--- config.mk ---
export PLATFORM = sky130hd
export DESIGN_NAME = bitop_rmw_seq_flat
export DESIGN_NICKNAME = d
export VERILOG_FILES = /design/src/rtl/bitop_rmw_seq_pkg.sv /design/src/rtl/bitop_rmw_seq_if.sv /design/src/rtl/bitop_rmw_seq_wdog.sv /design/src/rtl/bitop_rmw_seq.sv /design/src/flat_wrapper.sv
export SDC_FILE = /design/constraint.sdc
export NUM_CORES = 1
export LEC_CHECK = 0
export ABC_CLOCK_PERIOD_IN_PS = 4100
export CAP_MARGIN = 20
export CORE_UTILIZATION = 40
export DETAILED_ROUTE_END_ITERATION = 16
export HOLD_SLACK_MARGIN = 0.1
export PLACE_DENSITY = 0.86
export SKIP_LAST_GASP = 1
export SLEW_MARGIN = 5
export SYNTH_ARGS = -nofsm -noshare
export SYNTH_HDL_FRONTEND = slang
export SYNTH_SLANG_ARGS = --single-unit
--- constraint.sdc ---
create_clock -name clk -period 4.1 [get_ports clk]
set_input_delay 0.82 -clock clk [delete_from_list [all_inputs] [get_ports clk]]
set_output_delay 0.82 -clock clk [all_outputs]
set_load 0.01 [all_outputs]
--- src/rtl/bitop_rmw_seq_pkg.sv ---
// Shared types and helpers for the bit-instruction read-modify-write sequencer.
// Optional feature macro used by the sequencer: BITOP_RMW_WDOG_EN (memory-ack watchdog).
package bitop_rmw_pkg;

    typedef enum logic [2:0] {
        IDLE = 3'd0,
        RD   = 3'd1,
        EXEC = 3'd2,
        WR   = 3'd3,
        DONE = 3'd4
    } state_t;

    localparam logic [2:0] OP_GETBIT  = 3'b000;
    localparam logic [2:0] OP_NGETBIT = 3'b001;
    localparam logic [2:0] OP_SETBIT  = 3'b010;
    localparam logic [2:0] OP_NSETBIT = 3'b011;

    // bitops B operand: a single 1 so setbit is SET and nsetbit is RES
    localparam logic [15:0] BO_B_CONST = 16'h0001;

    // Set-type ops modify the byte and need a write-back
    function automatic logic is_set_op(input logic [2:0] op);
        return (op == OP_SETBIT) || (op == OP_NSETBIT);
    endfunction

    // Only the four bit opcodes are meaningful to this sequencer
    function automatic logic is_legal_op(input logic [2:0] op);
        return (op == OP_GETBIT) || (op == OP_NGETBIT) || is_set_op(op);
    endfunction

endpackage

--- src/rtl/bitop_rmw_seq_if.sv ---
// Command, memory, bitops and completion signals of the RMW sequencer.
// slave = the sequencer itself; master = decode/memory/bitops environment.
interface bitop_rmw_seq_if;
    logic        cmd_valid;
    logic        cmd_ready;
    logic [2:0]  cmd_op;
    logic [2:0]  cmd_bit;
    logic [15:0] cmd_addr;

    logic        mem_req;
    logic        mem_we;
    logic [15:0] mem_addr;
    logic [7:0]  mem_wdata;
    logic [7:0]  mem_rdata;
    logic        mem_ack;

    logic [15:0] bo_a;
    logic [15:0] bo_b;
    logic [15:0] bo_c;
    logic [2:0]  bo_opp;
    logic [15:0] bo_out;
    logic [7:0]  bo_flags;

    logic        done_valid;
    logic [7:0]  done_result;
    logic [7:0]  done_flags;
    logic        done_flags_we;
    logic        done_err;

    modport slave (
        input  cmd_valid, cmd_op, cmd_bit, cmd_addr,
        output cmd_ready,
        output mem_req, mem_we, mem_addr, mem_wdata,
        input  mem_rdata, mem_ack,
        output bo_a, bo_b, bo_c, bo_opp,
        input  bo_out, bo_flags,
        output done_valid, done_result, done_flags, done_flags_we, done_err
    );

    modport master (
        output cmd_valid, cmd_op, cmd_bit, cmd_addr,
        input  cmd_ready,
        input  mem_req, mem_we, mem_addr, mem_wdata,
        output mem_rdata, mem_ack,
        input  bo_a, bo_b, bo_c, bo_opp,
        output bo_out, bo_flags,
        input  done_valid, done_result, done_flags, done_flags_we, done_err
    );
endinterface

--- src/rtl/bitop_rmw_seq_wdog.sv ---
// Memory-ack watchdog: counts cycles a request waits without an ack.
// Instantiated by bitop_rmw_seq only when BITOP_RMW_WDOG_EN is defined.
module bitop_rmw_wdog #(
    parameter int TIMEOUT_CYCLES = 255
) (
    input  logic clk,
    input  logic reset_n,
    input  logic clear,
    input  logic busy,
    output logic expired
);
    // Compare against limit-1 so a request lasting exactly TIMEOUT_CYCLES
    // cycles expires on its last cycle; an ack that cycle clears busy and wins.
    localparam logic [7:0] LIMIT_M1 = 8'(TIMEOUT_CYCLES - 1);

    logic [7:0] count_r;

    // Wait counter: cleared on entry to a memory phase, saturating increment
    always_ff @(posedge clk or negedge reset_n) begin
        if (!reset_n) begin
            count_r <= 8'h00;
        end else if (clear) begin
            count_r <= 8'h00;
        end else if (busy && (count_r != 8'hFF)) begin
            count_r <= count_r + 8'h01;
        end else begin
            count_r <= count_r;
        end
    end

    assign expired = busy && (count_r == LIMIT_M1);
endmodule

--- src/rtl/bitop_rmw_seq.sv ---
// Read-modify-write sequencer around the combinational bitops unit.
// Optional memory-ack watchdog compiled in with BITOP_RMW_WDOG_EN.
module bitop_rmw_seq
    import bitop_rmw_pkg::*;
#(
    parameter int TIMEOUT_CYCLES = 255
) (
    input  logic              clk,
    input  logic              reset_n,
    bitop_rmw_seq_if.slave    bus
);
    if ((TIMEOUT_CYCLES < 1) || (TIMEOUT_CYCLES > 255)) begin : g_bad_timeout
        $error("bitop_rmw_seq: TIMEOUT_CYCLES must be 1..255");
    end

    state_t      state_r, next_state_s;
    logic [2:0]  op_r, bit_r;
    logic [15:0] addr_r;
    logic [7:0]  operand_r, result_r, flags_r;
    logic        cmd_ready_r, mem_req_r, mem_we_r;
    logic        done_valid_r, done_flags_we_r, done_err_r;
    logic [15:0] bo_b_r;
    logic        cmd_ready_d, mem_req_d, mem_we_d;
    logic        done_valid_d, done_flags_we_d, done_err_d;
    logic        accept_s, ack_s, tmo_s;
    logic        unused_bo_hi_s;

    assign accept_s       = bus.cmd_valid && cmd_ready_r;
    assign ack_s          = bus.mem_ack && mem_req_r;   // stray acks are ignored
    assign unused_bo_hi_s = ^bus.bo_out[15:8];

`ifdef BITOP_RMW_WDOG_EN
    logic wdog_clear_s, wdog_busy_s, wdog_expired_s;
    assign wdog_clear_s = (next_state_s != state_r) && ((next_state_s == RD) || (next_state_s == WR));
    assign wdog_busy_s  = mem_req_r && !bus.mem_ack;
    bitop_rmw_wdog #(.TIMEOUT_CYCLES(TIMEOUT_CYCLES)) u_wdog (
        .clk     (clk),
        .reset_n (reset_n),
        .clear   (wdog_clear_s),
        .busy    (wdog_busy_s),
        .expired (wdog_expired_s)
    );
    assign tmo_s = wdog_expired_s;
`else
    assign tmo_s = 1'b0;
`endif

    // State register
    always_ff @(posedge clk or negedge reset_n) begin
        if (!reset_n) begin
            state_r <= IDLE;
        end else begin
            state_r <= next_state_s;
        end
    end

    // Next-state decode
    always_comb begin
        next_state_s = state_r;
        case (state_r)
            IDLE: begin
                if (accept_s) begin
                    next_state_s = is_legal_op(bus.cmd_op) ? RD : DONE;
                end else begin
                    next_state_s = IDLE;
                end
            end
            RD: begin
                if (ack_s)      next_state_s = EXEC;
                else if (tmo_s) next_state_s = DONE;
                else            next_state_s = RD;
            end
            EXEC:    next_state_s = is_set_op(op_r) ? WR : DONE;
            WR: begin
                if (ack_s || tmo_s) next_state_s = DONE;
                else                next_state_s = WR;
            end
            DONE:    next_state_s = IDLE;
            default: next_state_s = IDLE;
        endcase
    end

    // Output decode from the upcoming state so every output leaves a flop
    always_comb begin
        cmd_ready_d     = (next_state_s == IDLE);
        mem_req_d       = (next_state_s == RD) || (next_state_s == WR);
        mem_we_d        = (next_state_s == WR);
        done_valid_d    = (next_state_s == DONE);
        done_flags_we_d = 1'b0;
        done_err_d      = 1'b0;
        if (next_state_s == DONE) begin
            case (state_r)
                IDLE:    done_err_d = 1'b1;             // illegal opcode
                RD, WR:  done_err_d = tmo_s;            // watchdog expiry
                EXEC:    done_flags_we_d = !is_set_op(op_r);
                default: done_err_d = 1'b0;
            endcase
        end else begin
            done_err_d = 1'b0;
        end
    end

    // Control output registers; async reset forces every output low
    always_ff @(posedge clk or negedge reset_n) begin
        if (!reset_n) begin
            cmd_ready_r     <= 1'b0;
            mem_req_r       <= 1'b0;
            mem_we_r        <= 1'b0;
            done_valid_r    <= 1'b0;
            done_flags_we_r <= 1'b0;
            done_err_r      <= 1'b0;
            bo_b_r          <= 16'h0000;
        end else begin
            cmd_ready_r     <= cmd_ready_d;
            mem_req_r       <= mem_req_d;
            mem_we_r        <= mem_we_d;
            done_valid_r    <= done_valid_d;
            done_flags_we_r <= done_flags_we_d;
            done_err_r      <= done_err_d;
            bo_b_r          <= BO_B_CONST;
        end
    end

    // Command latch on accept; address stays put until the next accept
    always_ff @(posedge clk or negedge reset_n) begin
        if (!reset_n) begin
            op_r   <= 3'b000;
            bit_r  <= 3'b000;
            addr_r <= 16'h0000;
        end else if (accept_s) begin
            op_r   <= bus.cmd_op;
            bit_r  <= bus.cmd_bit;
            addr_r <= bus.cmd_addr;
        end else begin
            op_r   <= op_r;
            bit_r  <= bit_r;
            addr_r <= addr_r;
        end
    end

    // Operand capture from the read, result/flags capture in EXEC
    always_ff @(posedge clk or negedge reset_n) begin
        if (!reset_n) begin
            operand_r <= 8'h00;
            result_r  <= 8'h00;
            flags_r   <= 8'h00;
        end else if ((state_r == RD) && ack_s) begin
            operand_r <= bus.mem_rdata;
        end else if (state_r == EXEC) begin
            result_r  <= bus.bo_out[7:0];
            flags_r   <= bus.bo_flags;
        end else begin
            operand_r <= operand_r;
            result_r  <= result_r;
            flags_r   <= flags_r;
        end
    end

    assign bus.cmd_ready     = cmd_ready_r;
    assign bus.mem_req       = mem_req_r;
    assign bus.mem_we        = mem_we_r;
    assign bus.mem_addr      = addr_r;
    assign bus.mem_wdata     = result_r;
    assign bus.bo_a          = {8'h00, operand_r};
    assign bus.bo_b          = bo_b_r;
    assign bus.bo_c          = {13'b0_0000_0000_0000, bit_r};
    assign bus.bo_opp        = op_r;
    assign bus.done_valid    = done_valid_r;
    assign bus.done_result   = result_r;
    assign bus.done_flags    = flags_r;
    assign bus.done_flags_we = done_flags_we_r;
    assign bus.done_err      = done_err_r;
endmodule

--- src/flat_wrapper.sv ---
// flat-port wrapper written by rule: the top's interface ports become plain ports
module bitop_rmw_seq_flat import bitop_rmw_pkg::*;
#(
    parameter int TIMEOUT_CYCLES = 255
)
  (clk, reset_n, bus_cmd_valid, bus_cmd_op, bus_cmd_bit, bus_cmd_addr, bus_cmd_ready, bus_mem_req, bus_mem_we, bus_mem_addr, bus_mem_wdata, bus_mem_rdata, bus_mem_ack, bus_bo_a, bus_bo_b, bus_bo_c, bus_bo_opp, bus_bo_out, bus_bo_flags, bus_done_valid, bus_done_result, bus_done_flags, bus_done_flags_we, bus_done_err);
  bitop_rmw_seq_if bus_i ();
  input  logic clk;
  input  logic reset_n;
  input wire logic [$bits(bus_i.cmd_valid)-1:0] bus_cmd_valid;
  input wire logic [$bits(bus_i.cmd_op)-1:0] bus_cmd_op;
  input wire logic [$bits(bus_i.cmd_bit)-1:0] bus_cmd_bit;
  input wire logic [$bits(bus_i.cmd_addr)-1:0] bus_cmd_addr;
  output wire logic [$bits(bus_i.cmd_ready)-1:0] bus_cmd_ready;
  output wire logic [$bits(bus_i.mem_req)-1:0] bus_mem_req;
  output wire logic [$bits(bus_i.mem_we)-1:0] bus_mem_we;
  output wire logic [$bits(bus_i.mem_addr)-1:0] bus_mem_addr;
  output wire logic [$bits(bus_i.mem_wdata)-1:0] bus_mem_wdata;
  input wire logic [$bits(bus_i.mem_rdata)-1:0] bus_mem_rdata;
  input wire logic [$bits(bus_i.mem_ack)-1:0] bus_mem_ack;
  output wire logic [$bits(bus_i.bo_a)-1:0] bus_bo_a;
  output wire logic [$bits(bus_i.bo_b)-1:0] bus_bo_b;
  output wire logic [$bits(bus_i.bo_c)-1:0] bus_bo_c;
  output wire logic [$bits(bus_i.bo_opp)-1:0] bus_bo_opp;
  input wire logic [$bits(bus_i.bo_out)-1:0] bus_bo_out;
  input wire logic [$bits(bus_i.bo_flags)-1:0] bus_bo_flags;
  output wire logic [$bits(bus_i.done_valid)-1:0] bus_done_valid;
  output wire logic [$bits(bus_i.done_result)-1:0] bus_done_result;
  output wire logic [$bits(bus_i.done_flags)-1:0] bus_done_flags;
  output wire logic [$bits(bus_i.done_flags_we)-1:0] bus_done_flags_we;
  output wire logic [$bits(bus_i.done_err)-1:0] bus_done_err;
  assign bus_i.cmd_valid = bus_cmd_valid;
  assign bus_i.cmd_op = bus_cmd_op;
  assign bus_i.cmd_bit = bus_cmd_bit;
  assign bus_i.cmd_addr = bus_cmd_addr;
  assign bus_cmd_ready = bus_i.cmd_ready;
  assign bus_mem_req = bus_i.mem_req;
  assign bus_mem_we = bus_i.mem_we;
  assign bus_mem_addr = bus_i.mem_addr;
  assign bus_mem_wdata = bus_i.mem_wdata;
  assign bus_i.mem_rdata = bus_mem_rdata;
  assign bus_i.mem_ack = bus_mem_ack;
  assign bus_bo_a = bus_i.bo_a;
  assign bus_bo_b = bus_i.bo_b;
  assign bus_bo_c = bus_i.bo_c;
  assign bus_bo_opp = bus_i.bo_opp;
  assign bus_i.bo_out = bus_bo_out;
  assign bus_i.bo_flags = bus_bo_flags;
  assign bus_done_valid = bus_i.done_valid;
  assign bus_done_result = bus_i.done_result;
  assign bus_done_flags = bus_i.done_flags;
  assign bus_done_flags_we = bus_i.done_flags_we;
  assign bus_done_err = bus_i.done_err;
  bitop_rmw_seq #(.TIMEOUT_CYCLES(TIMEOUT_CYCLES)) u_core (.clk(clk), .reset_n(reset_n), .bus(bus_i));
endmodule
==> results.md, run 1 <==
* Status: finished, final reports clean
* Worst endpoint required time at 3.28 ns
* Wire per inst at about 13 microns
* Crit-path leading delay family: buffers and inverters
* Hold_buf cts at 0
* Final Wtd Congestion at a little over 0.7
* Overall global routing resource usage at 14.5%
* Adder and majority gate portion of the synthesized area at 0%
* Setup Fix Bufs, Post-CTS at 0
* Total Die Area at around 6500 sq um
* Clk buf depth at 2
* Critical path class: flip-flop to output pin
* Width of the die at 80.7 microns
* Dominant cell type by area after synthesis: dfrtp_1
* Slowest CP cell: clkdlybuf4s50_1
* Worst-path clk slew at 0.10 ns
* Max-slew violations at 0
* Max-cap violations at 0
* P&R area growth vs syn at 42.7%
* CTS H-Tree Depth at 2
* Via density at about 4.5
* Root Buffer: clkbuf_8
* RSZ-0062 raised after global routing: false
* Clock Sinks at 56
* Num CTS Buffers at 5
* Worst setup SP type: flip-flop
* Mux share of post-synthesis cell area at between 20% and 30%
* Buf/Inv on CP at 1
* Yosys warns at 0
* Starting Density at 41.6%
* Headroom to the max-slew limit at roughly 42%
* Commonest non-fill, non-tap cell in the layout: clkdlybuf4s50_1
* Crit-path cells: clkdlybuf4s50_1
* Placed cell areas at 3420 sq um
* Synth Area in Simple Gates at 5.21%
* Num rows at 28
* Syn Inst Count at 182
* Num ports at 155
* First-pass GRT wire length at approximately 7200 microns
* Post-Syn Area at about 2500 sq um
* Final #Nets at approximately 340
* Power density cells at 732 nW/um^2
* I/O Buffers at 110
* Largest family of logic cells by synthesized area: multiplexers
* Number of DRC markers in iteration 0 at 52
* Leak Pwr at between 1.5 and 2 nW
* Post-route DRC at 0
* Syn Area/Cell at about 14 sq um
* Most frequent cells in the layout: 109 x clkdlybuf4s50_1, 56 x dfrtp_1, 46 x mux2_2
* DP HPWL at 3450 microns
* Synth top area share at ~57%
* Die Ht at ~81 microns
* Final setup viols at 0
* Fill cells at between 400 and 500
* TritonCTS clock tree: built
* Peak supply drop at 0.309 mV
* CP max FO at 5
* Drt first pass iters at 4
* Initial antenna violation count at 0
* Period minus WS final at around 2.1 ns
* Fin crit share at just over 50%
* Worst Skew at 0.00602 ns
* Pin count of the biggest net entering global routing at 38
* Fraction of layout cells with a size suffix above 1 at about a fifth
* Synth area leaders: dfrtp_1 57%, mux2_2 21%, buf_4 14%
* Final ANT Viol Nets at 0
* Via Count at ~1,600
* Slew @ Worst Pin at between 0.8 and 0.9 ns
* Crit path DAT at ~1.3 ns
* Vias in the first global route at between 1,500 and 2,000
* Xor and xnor area share after synthesis at 0%
* Critical path endpoint category: output pin
* Clk_lat worst skew at about 0.30 ns
* Worst path max stage delay at just under 0.6 ns
* Post-cts gate resize count at 0
* Setup TNS at 0 ns
* Register area share after synthesis at a little under three fifths
* Total routed wirelength at ~4600 microns
* GR Overflow Total at 0
* Synth Area in Compound Gates at 1.62%
* Fmax at about 470 MHz
* #FFs+latches synth at 56
* Synth unique cells at 24
* Core footprint at around 6000 sq um
* Hold Crit Class: flip-flop to flip-flop
* Fin. Hold Viols at 0
* Design area at 3530 sq um
* Ant diodes at 0
kinds of logic after synthesis:
group	count (synthesis)
simple gates	21
mux	46
other cells	2
flops	56
compound gates	6
buf+inv	51
synthesized netlist by cell type:
cell      count
and3_1        1
a21o_1        1
dfrtp_1      56
buf_4        45
nand4_1       1
or3b_2        1
nor3_1        3
nand4b_1      1
buf_6         2
nor2_1        4
clkbuf_1      1
mux2_2       46
nor3b_4       1
nand3_1       2
a221oi_1      1
and2_1        1
nand3b_1      1
buf_2         3
o21ai_0       1
nor2b_1       2
nand2_2       1
conb_1        2
a31oi_1       3
nand2_1       2
state kept, by name, summed over array words and instances (netlist names), 3 cells and up:
name and count:
u_core.state_r 3, u_core.bit_r 3, u_core.bus.bo_opp 3, u_core.operand_r 8
u_core.bus.done_result 8, u_core.bus.mem_addr 16, u_core.bus.done_flags 8
power breakdown:
| part | internal, W | switching (W) |
|---|---|---|
| Combinational | 0.000796 | 0.000446 |
| Clock | 0.000182 | 0.000169 |
| Sequential | 0.000822 | 0.000172 |
| Total | 0.00180 | 0.000787 |
layout make-up:
| type | count | area [sq um] | area share [%] |
|---|---|---|---|
| flip-flops and latches | 56 | 1400 | 39.7 |
| repair buffers | 111 | 1100 | 31.2 |
| multi-input cells | 110 | 826 | 23.4 |
| well taps | 75 | 93.8 | 2.66 |
| clock buffers | 6 | 72.6 | 2.05 |
| clock inverters | 2 | 35.0 | 0.992 |
path summary, 6_finish.rpt:
| check | start | endpoint | slack (ns) | cells past startpoint |
|---|---|---|---|---|
| worst max-delay path | u_core.bus.mem_req | bus_mem_req | 1.99 | 1 |
| worst min-delay path | u_core.bus.mem_addr[14] | u_core.bus.mem_addr[14] | 0.51 | 1 |
| worst max register to register | u_core.state_r[1] | u_core.bus.done_flags[3] | 2.27 | 2 |
| worst min register to register | u_core.bus.mem_addr[14] | u_core.bus.mem_addr[14] | 0.51 | 1 |
| max in group asynchronous | reset_n | u_core.bus.mem_addr[15] | 2.74 | 2 |
| min in group asynchronous | reset_n | u_core.bus.done_flags[2] | 0.59 | 1 |
stage by stage:
| stage | std cells | power [W] | util (%) | worst slack [ns] | hold WS, ns |
|---|---|---|---|---|---|
| after global routing | 360 | 0.00276 | 59.3 | 1.90 | 0.523 |
| after global placement | 352 | 0.00222 | 57.5 | 1.69 | 0.487 |
| final | 360 | 0.00259 | 59.3 | 1.99 | 0.512 |
| after detailed placement | 352 | 0.00227 | 57.5 | 1.66 | 0.494 |
| after floorplan | 217 | 0.00164 | - | 2.47 | 0.524 |
| after CTS | 360 | 0.00262 | 59.3 | 1.97 | 0.514 |
per-layer routing:
| metal | vias to the layer above | GRT usage [%] | share of wire, % |
|---|---|---|---|
| met5 | - | 0 | 0 |
| met4 | 0 | 5.54 | 1.4 |
| met3 | 7 | 3.41 | 7.1 |
| met2 | 75 | 25.5 | 52 |
| met1 | 813 | 16.9 | 39 |
| li1 | 734 | - | - |
Power figures use the tool's default switching activity.
==> run 2, diff against run 1 <==
--- a/config.mk
+++ b/config.mk
@@ -5,12 +5,12 @@
 export SDC_FILE = /design/constraint.sdc
 export NUM_CORES = 1
 export LEC_CHECK = 0
-export ABC_CLOCK_PERIOD_IN_PS = 4100
+export ABC_CLOCK_PERIOD_IN_PS = 1800
 export CAP_MARGIN = 20
-export CORE_UTILIZATION = 40
+export CORE_UTILIZATION = 33
 export DETAILED_ROUTE_END_ITERATION = 16
 export HOLD_SLACK_MARGIN = 0.1
-export PLACE_DENSITY = 0.86
+export PLACE_DENSITY = 0.76
 export SKIP_LAST_GASP = 1
 export SLEW_MARGIN = 5
 export SYNTH_ARGS = -nofsm -noshare
==> constraint.sdc (replaced) <==
create_clock -name clk -period 1.8 [get_ports clk]
set_input_delay 0.36 -clock clk [delete_from_list [all_inputs] [get_ports clk]]
set_output_delay 0.36 -clock clk [all_outputs]
set_load 0.01 [all_outputs]
==> run 2 against run 1 <==
Effect of this change: via count down 1.1%; worst hold slack worse by 0.0010 ns; non-clock buffer count up 7; sequential power up 130%; combinational power up 140%; global-route usage down 2.0 points.
==> results.md, run 2 (synthesis results as in run 1) <==
* Peak supply drop at 0.665 mV (+120%)
* Worst-path clk slew at 0.10 ns (about the same)
* R2R setup slack at 0.30 ns (-1.97 ns)
* Clk buf depth at 2 (unchanged)
* Wire per inst at 12.4 microns (-2.9%)
* Crit-path leading delay family: buffers and inverters
* Register share of total power at 37.6% (-0.8 points)
* Root Buffer: clkbuf_8
* Clock Power Share at 13.6% (about the same)
* Worst setup endpoint: bus_mem_req
* Fin crit share at 93.8%
* Core footprint at 7250 sq um (+22%)
* Width of the die at 88.6 microns (+9.8%)
* Overall global routing resource usage at 12.5% (-2.0 points)
* RR Endpoint: u_core.bus.done_flags[1]
* Int Power at 0.00414 W (+130%)
* Pin count of the biggest net entering global routing at 22 (-42%)
* Leak Pwr at 1.56 nW (+2.5%)
* Max-slew violations at 0 (unchanged)
* Worst setup SP type: flip-flop
* Max Used Layer: met4
* Commonest non-fill, non-tap cell in the layout: clkdlybuf4s50_1
* Final ANT Viol Nets at 0 (unchanged)
* Final setup viols at 0 (unchanged)
* Design area at 3630 sq um (+2.9%)
* Setup TNS at 0 ns (unchanged)
* Status: finished, final reports clean
* Final Wtd Congestion at 0.749 (+3.8%)
* Combinational fraction of design power at 48.8% (+0.8 points)
* Total Die Area at 7850 sq um (+21%)
* R2r worst-path depth at 3 (+1)
* Num ports at 155 (unchanged)
* Power density cells at 1640 nW/um^2 (+120%)
* DP HPWL at 3640 microns (+5.5%)
* Via Count at 1,611 (-1.1%)
* CTS H-Tree Depth at 2 (unchanged)
* Fmax at 593 MHz
* Die Ht at 88.6 microns (+9.8%)
* First-pass GRT wire length at 7380 microns (+2.2%)
* GR Overflow Total at 0 (unchanged)
* Hold Crit Class: flip-flop to flip-flop
* # placed instances at 382 (+8.5%)
* Worst endpoint required time at 1.44 ns (-1.84 ns)
* Num CTS Buffers at 5 (unchanged)
* Critical path class: flip-flop to output pin
* Worst Skew at 0.00861 ns (+0.00259 ns)
* Sw Share at 30.7% (+0.23 points)
* P&R area growth vs syn at 46.8%
* Wire length on met3 at 379 microns (+16%)
* Fraction of layout cells with a size suffix above 1 at 22.3% (+1.9 points)
* I/O Buffers at 110 (unchanged)
* Crit path DAT at 1.33 ns (+0.04 ns)
* Number of DRC markers in iteration 0 at 36 (-31%)
* RSZ-0062 raised after global routing: false
* Num rows at 31 (+11%)
* Critical path endpoint category: output pin
* Max reg flops at 16 (unchanged)
* Total routed wirelength at 4830 microns (+5.5%)
* Most frequent cells in the layout: 109 x clkdlybuf4s50_1, 56 x dfrtp_1, 46 x mux2_2
* Clock Sinks at 56 (unchanged)
* Sw power at 0.00183 W (+130%)
* Drt first pass iters at 4 (unchanged)
* Max-cap violations at 0 (unchanged)
* Slowest CP cell: clkdlybuf4s50_1
* Fin. Hold Viols at 0 (unchanged)
* Placed cell areas at 3510 sq um (+2.6%)
* Via density at 4.12 (-8.9%)
* Worst path max stage delay at 0.59 ns (about the same)
* Initial antenna violation count at 0 (unchanged)
* Vias in the first global route at 1,569 (-0.51%)
* Setup crit start: u_core.bus.mem_req
* Post-route DRC at 0 (unchanged)
* Clk_lat worst skew at 0.30 ns (about the same)
* WP depth at 1 (unchanged)
* Buf/Inv on CP at 1 (unchanged)
* CP max FO at 5 (unchanged)
* Final #Nets at 349 (+2.0%)
* M1 WL at 1900 microns (+6.6%)
* Post-cts gate resize count at 0 (unchanged)
* Period minus WS final at ~1.7 ns
* TritonCTS clock tree: built
* Reg-to-reg startpoint: u_core.state_r[2]
* Starting Density at 34.1% (-7.4 points)
* Crit-path cells: clkdlybuf4s50_1
* Met2 wire len at 2520 microns (+5.0%)
* Non-Filler Instances at 391 (+8.6%)
* Ant diodes at 0 (unchanged)
[run 2: cell types whose count changed in the layout (fill, tap and decap cells not counted)]
cell	before	now
buf_4	1	6
clkbuf_1	1	0
buf_12	0	1
dlygate4sd3_1	0	1
clkinvlp_4	0	1
[run 2: power groups by stage]
stage	clock network, W	registers, W	logic (W)
6_report	0.000811	0.00225	0.00292
5_1_grt	0.000895	0.00233	0.00314
4_1_cts	0.000855	0.00226	0.00296
3_5_place_dp	0	0.00227	0.00295
3_3_place_gp	0	0.00224	0.00290
2_1_floorplan	0	0.00248	0.00127
[run 2: stage by stage]
step / utilization (%) / setup WS, ns / total power [W] / hold slack, ns
3_3_place_gp: 48.4 / 0.0702 / 0.00514 / 0.343
5_1_grt: 50.1 / 0.0500 / 0.00637 / 0.529
4_1_cts: 50.1 / 0.101 / 0.00607 / 0.515
3_5_place_dp: 48.4 / 0.0552 / 0.00522 / 0.348
6_report: 50.1 / 0.112 / 0.00597 / 0.511
2_1_floorplan: - / 0.331 / 0.00375 / 0.0644
[run 2: cell type report]
type	count	area [sq um]
Fill cell	676	3620
Sequential cell	56	1400
Timing Repair Buffer	118	1170
Multi-Input combinational cell	110	826
Tap cell	99	124
Clock buffer	5	68.8
Clock inverter	3	42.5
[run 2: worst min path at each step]
stage / startpoint / cells after the start / slack [ns] / endpoint
after global placement: reset_n / 1 / 0.34 / u_core.bus.done_result[1]
after detailed placement: reset_n / 1 / 0.35 / u_core.bus.done_result[1]
final: u_core.operand_r[6] / 1 / 0.51 / u_core.operand_r[6]
after CTS: u_core.operand_r[6] / 1 / 0.52 / u_core.operand_r[6]
after floorplan: reset_n / 0 / 0.06 / u_core.bit_r[0]
after global routing: u_core.operand_r[0] / 1 / 0.53 / u_core.operand_r[0]
[run 2: layer usage]
layer | vias up | track usage [%]
met5 | - | 0
met4 | 0 | 2.64
met3 | 4 | 4.38
met2 | 72 | 22.5
met1 | 791 | 14.2
li1 | 744 | -
[run 2: timing repair]
action,4_1_cts,5_1_grt
buffers inserted,0,0
endpoints found under the hold margin,18,0
hold buffers,1,0
